## src/rtl/serial_to_parallel.sv

```systemverilog
// Serial-to-parallel byte assembler for the UART receive path.
// Packs N/8 bytes MSB-first into one word behind a valid/ready holding register.
module serial_to_parallel #(
    parameter int N       = 16,
    parameter int CNTW    = 2,
    parameter int TIMEOUT = 0,
    parameter int TOW     = 24
) (
    input  logic         iCE_CLK,
    input  logic         reset,
    input  logic         rx_valid,
    input  logic [7:0]   rx_byte,
    input  logic         word_ready,
    input  logic         clear_err,
    output logic [N-1:0] word,
    output logic         word_valid,
    output logic         busy,
    output logic         overrun,
    output logic         timeout_err
);

    localparam int NBYTES = N / 8;
    localparam logic [CNTW-1:0] LAST = CNTW'(NBYTES - 1);
    localparam logic [TOW-1:0] LIM =
        TOW'((TIMEOUT == 0) ? 0 : TIMEOUT - 1);

    typedef enum logic {
        IDLE,
        COLLECT
    } state_t;

    state_t          state;
    state_t          state_nx;
    logic [CNTW-1:0] cnt;
    logic [CNTW-1:0] cnt_nx;
    logic [TOW-1:0]  timer;
    logic [TOW-1:0]  timer_nx;
    logic [N-1:0]    shreg;
    logic [N-1:0]    assembled;
    logic            complete;
    logic            expire;
    logic            accept_word;
    logic            drop_word;

    // The incoming byte always enters at the bottom; older bytes move up.
    generate
        if (N > 8) begin : g_wide
            assign assembled = {shreg[N-9:0], rx_byte};
        end else begin : g_byte
            assign assembled = rx_byte;
        end
    endgenerate

    assign busy        = (state == COLLECT);
    assign accept_word = complete & (~word_valid | word_ready);
    assign drop_word   = complete & word_valid & ~word_ready;

    // Control state, byte count and idle timer registers.
    always_ff @(posedge iCE_CLK) begin
        if (reset) begin
            state <= IDLE;
            cnt   <= '0;
            timer <= '0;
        end else begin
            state <= state_nx;
            cnt   <= cnt_nx;
            timer <= timer_nx;
        end
    end

    // Next-state logic: byte counting, word completion and idle timeout.
    always_comb begin
        state_nx = state;
        cnt_nx   = cnt;
        timer_nx = timer;
        complete = 1'b0;
        expire   = 1'b0;
        unique case (state)
            IDLE: begin
                if (rx_valid) begin
                    timer_nx = '0;
                    if (cnt == LAST) begin
                        complete = 1'b1;
                        cnt_nx   = '0;
                    end else begin
                        cnt_nx   = CNTW'(1);
                        state_nx = COLLECT;
                    end
                end
            end
            COLLECT: begin
                if (rx_valid) begin
                    timer_nx = '0;
                    if (cnt == LAST) begin
                        complete = 1'b1;
                        cnt_nx   = '0;
                        state_nx = IDLE;
                    end else begin
                        cnt_nx = cnt + CNTW'(1);
                    end
                end else begin
                    timer_nx = timer + TOW'(1);
                    if ((TIMEOUT != 0) && (timer == LIM)) begin
                        expire   = 1'b1;
                        cnt_nx   = '0;
                        timer_nx = '0;
                        state_nx = IDLE;
                    end
                end
            end
        endcase
    end

    // Shift register, output holding register and error flags.
    always_ff @(posedge iCE_CLK) begin
        if (reset) begin
            shreg       <= '0;
            word        <= '0;
            word_valid  <= 1'b0;
            overrun     <= 1'b0;
            timeout_err <= 1'b0;
        end else begin
            if (rx_valid) begin
                shreg <= assembled;
            end
            if (accept_word) begin
                word       <= assembled;
                word_valid <= 1'b1;
            end else if (word_valid && word_ready) begin
                word_valid <= 1'b0;
            end
            if (drop_word) begin
                overrun <= 1'b1;
            end else if (clear_err) begin
                overrun <= 1'b0;
            end
            timeout_err <= expire;
        end
    end

endmodule
```

## config.mk

```make
export PLATFORM = sky130hd
export DESIGN_NAME = serial_to_parallel
export DESIGN_NICKNAME = d
export VERILOG_FILES = /design/src/rtl/serial_to_parallel.sv
export SDC_FILE = /design/constraint.sdc
export NUM_CORES = 1
export LEC_CHECK = 0
export BUFFER_PORTS_ARGS = -buffer_cell sky130_fd_sc_hd__buf_2
export CAP_MARGIN = 20
export CORE_UTILIZATION = 35
export CTS_CLUSTER_DIAMETER = 120
export DETAILED_ROUTE_END_ITERATION = 7
export HOLD_SLACK_MARGIN = 0.06
export SYNTH_ARGS = -nofsm -noshare
export SYNTH_HDL_FRONTEND = slang
export SYNTH_SLANG_ARGS = --single-unit
```

## constraint.sdc

```tcl
create_clock -name iCE_CLK -period 2.41 [get_ports iCE_CLK]
set_clock_uncertainty 0.2 [all_clocks]
set_input_delay 0.723 -clock iCE_CLK [delete_from_list [all_inputs] [get_ports iCE_CLK]]
set_output_delay 0.723 -clock iCE_CLK [all_outputs]
set_load 0.02 [all_outputs]
```

==> impl_metrics.py <==
metrics = {
    "die": {
        "ios": 33,
        "start_util_pct": 38.2,
        "die_h_um": 57.8,
        "die_area_um2": 3340,
        "core_um2": 2850,
        "die_x_um": 57.8,
        "fp-row-count": 19,
    },
    "detailed_routing": {
        "drtIter0Drc": 18,
        "top_layer_used": "met4",
        "routed_via_density": 5.22,
        "drt-wirelength-per-cell_um": 12.9,
        "routedLengthMet1_mm": 1.14,
        "drc": 1,
        "wl_mm": 2.33,
        "drt-pass1-iter-count": 6,
        "final_antenna_net_count": 0,
        "wl_met2_mm": 1.03,
        "num_vias": 945,
        "wl_met3_um": 123,
    },
    "outcome": {
        "violations": "DRC",
        "status": "finished, violations left",
    },
    "synthesis": {
        "synth_simple_gate_area_share_pct": 15.7,
        "synth_top_family_by_area": "compound AO/OA/AOI/OAI gates",
        "ys_seq_area_share_pct": 53.2,
        "yosysMostFrequentCell": "dfxtp_1",
        "synth_compound_area_share_pct": 17.3,
        "synth_mux_area_share_pct": 7.34,
        "synth_top_area_share_pct": 53.2,
        "ys_seq_elements": 29,
        "synth_edf_count": 0,
        "synth_area_leader_cell": "dfxtp_1",
        "synth_common_cells": "dfxtp_1 (29), a21oi_1 (18), nand3_1 (16), o21ai_0 (11), nor2_1 (10)",
        "synth_adder_area_share_pct": 0,
        "synth_xor_area_share_pct": 0,
        "syn-num-nets": 134,
        "syn_avg_cell_area_um2": 9.02,
        "synth_ff_type": "dfxtp_1",
        "netlist_area_um2": 1090,
        "synthCells": 121,
        "ys_warn_count": 0,
        "async_flop_share_pct": 0,
        "synthDistinctLibCells": 24,
        "ys_top_cells_by_area": "dfxtp_1 (53%), a21oi_1 (8.3%), mux2i_1 (7.3%)",
    },
    "sta": {
        "tns_ns": 0,
        "final.period_utilization_pct": 73.6,
        "tightest_slew_ns": 0.647,
        "period_needed_ns": 1.77,
        "slew_violations": 0,
        "finalHoldViolations": 0,
        "grt_setup_unrepaired": "no",
        "maxSlewHeadroom_pct": 56.9,
        "setup_viol": 0,
        "holdWs_ns": 0.261,
        "clock.fmax_mhz": 564,
    },
    "setup_path": {
        "timing.rr.start": "cnt[0]",
        "crit_fanout": 2,
        "cp-start-kind": "flop",
        "required_ns": 1.49,
        "crit_slowest_cell": "dfxtp_1",
        "worst-setup-path-type": "flop to primary output",
        "r2r_setup_slack_ns": 0.80,
        "endpoint_kind": "primary output",
        "reg2regPathDepth": 3,
        "critPathLaunch": "word[4]",
        "path_delay_family": "flip-flops",
        "crit_buf_inv": 1,
        "crit_path_max_incr_delay_ns": 0.35,
        "r2r_end": "word[7]",
        "crit_arrival_ns": 0.85,
        "path_cells": "buf_2",
    },
    "clocking": {
        "clockBufferDepth": 2,
        "clk_latency_ns": 0.33,
        "htree_levels": 2,
        "cts-buffers-inserted": 5,
        "cts_resized": 0,
        "cts-root-buf": "clkbuf_4",
        "postCtsHoldBufs": 0,
        "postCtsSetupBuffers": 0,
        "tritoncts": "yes",
        "cts.sinks": 29,
        "clk_pin_slew_ns": 0.09,
    },
    "cells_and_area": {
        "antenna_cells": 0,
        "area_growth_pct": 18.5,
        "drive_gt1_share_pct": 26.0,
        "fin_util_pct": 45.3,
        "fin_area_um2": 1290,
        "nNetsFinal": 163,
    },
    "global_routing": {
        "antenna_found_initial": 0,
        "grt_pass1_vias": 827,
        "grt_overflow_total": 0,
        "grt_pass1_wl_mm": 3.85,
        "grt_max_degree": 30,
        "grt_use_total_pct": 15.4,
    },
    "hold_path": {
        "min-delay-start": "shreg[0]",
        "holdPathStages": 2,
        "hold_path.class": "flop to flop",
        "holdPathEnd": "word[8]",
    },
    "placement": {
        "hpwl_mm": 1.47,
        "gp_congestion": 0.649,
        "place_area_um2": 1240,
        "port-buffer-count": 31,
    },
    "power_and_ir_drop": {
        "p_per_area_nw_per_um2": 696,
        "max-vdd-ir-drop_uv": 270,
        "p_leak_nw": 0.572,
        "total_power_w": 0.000900,
    },
    "flow_run": {
        "cap_violations": 0,
    },
}
[power breakdown]
group	switching, W	total (W)	internal, W
clock	0.000163	0.000300	0.000138
combinational	0.0000583	0.0000921	0.0000338
sequential	0.00000977	0.000508	0.000498
total	0.000231	0.000900	0.000670
[flip-flops by register name, summed over array words and instances, names as in the netlist, named ones only]
name / cells
overrun: 1
cnt: 2
word_valid: 1
word: 16
shreg: 8
[cell usage in the layout, fill, tap and decap left out, drive strengths merged]
cell | netlist | final
nand3b | 1 | 1
and3b | 2 | 2
and2b | 1 | 1
nand2 | 1 | 1
nand3 | 16 | 16
o21ai | 17 | 17
dfxtp | 29 | 29
nor2 | 10 | 10
nor3 | 1 | 1
conb | 1 | 1
a21oi | 18 | 18
inv | 1 | 1
nand2b | 1 | 1
buf | 8 | 33
nor2b | 1 | 1
clkbuf | 3 | 7
mux2i | 8 | 8
a31oi | 1 | 1
o21bai | 1 | 1
[kinds of logic after synthesis]
group / Yosys count
compound gates: 37
buf+inv: 12
flops: 29
mux: 8
other cells: 1
simple gates: 34
[through the flow]
| step | cells | setup WS (ns) |
|---|---|---|
| 2_1_floorplan | 121 | 0.754 |
| 6_report | 181 | 0.637 |
| 5_1_grt | 181 | 0.495 |
| 3_5_place_dp | 174 | 0.321 |
| 3_3_place_gp | 174 | 0.342 |
| 4_1_cts | 181 | 0.636 |
[how the worst max path moves through the flow]
| stage | slack (ns) | cells past startpoint | endpoint |
|---|---|---|---|
| final | 0.64 | 1 | word[4] |
| after global routing | 0.49 | 4 | word[10] |
| after CTS | 0.64 | 1 | word[4] |
| after detailed placement | 0.32 | 4 | word[7] |
| after global placement | 0.34 | 4 | word[15] |
| after floorplan | 0.75 | 4 | word[15] |
[layer usage]
metal	vias to the layer above	global-route usage, %
met1	433	20.7
met3	5	4.69
met5	-	0
met4	0	8.16
met2	28	22.2
li1	479	-
[cell type report]
| class | instances | area, µm² |
|---|---|---|
| Multi-Input combinational cell | 80 | 444 |
| Clock buffer | 7 | 55.1 |
| Fill cell | 303 | 1560 |
| Timing Repair Buffer | 33 | 170 |
| Inverter | 1 | 3.75 |
| Sequential cell | 29 | 581 |
| Tap cell | 31 | 38.8 |
(Power assumes the default switching activity.)
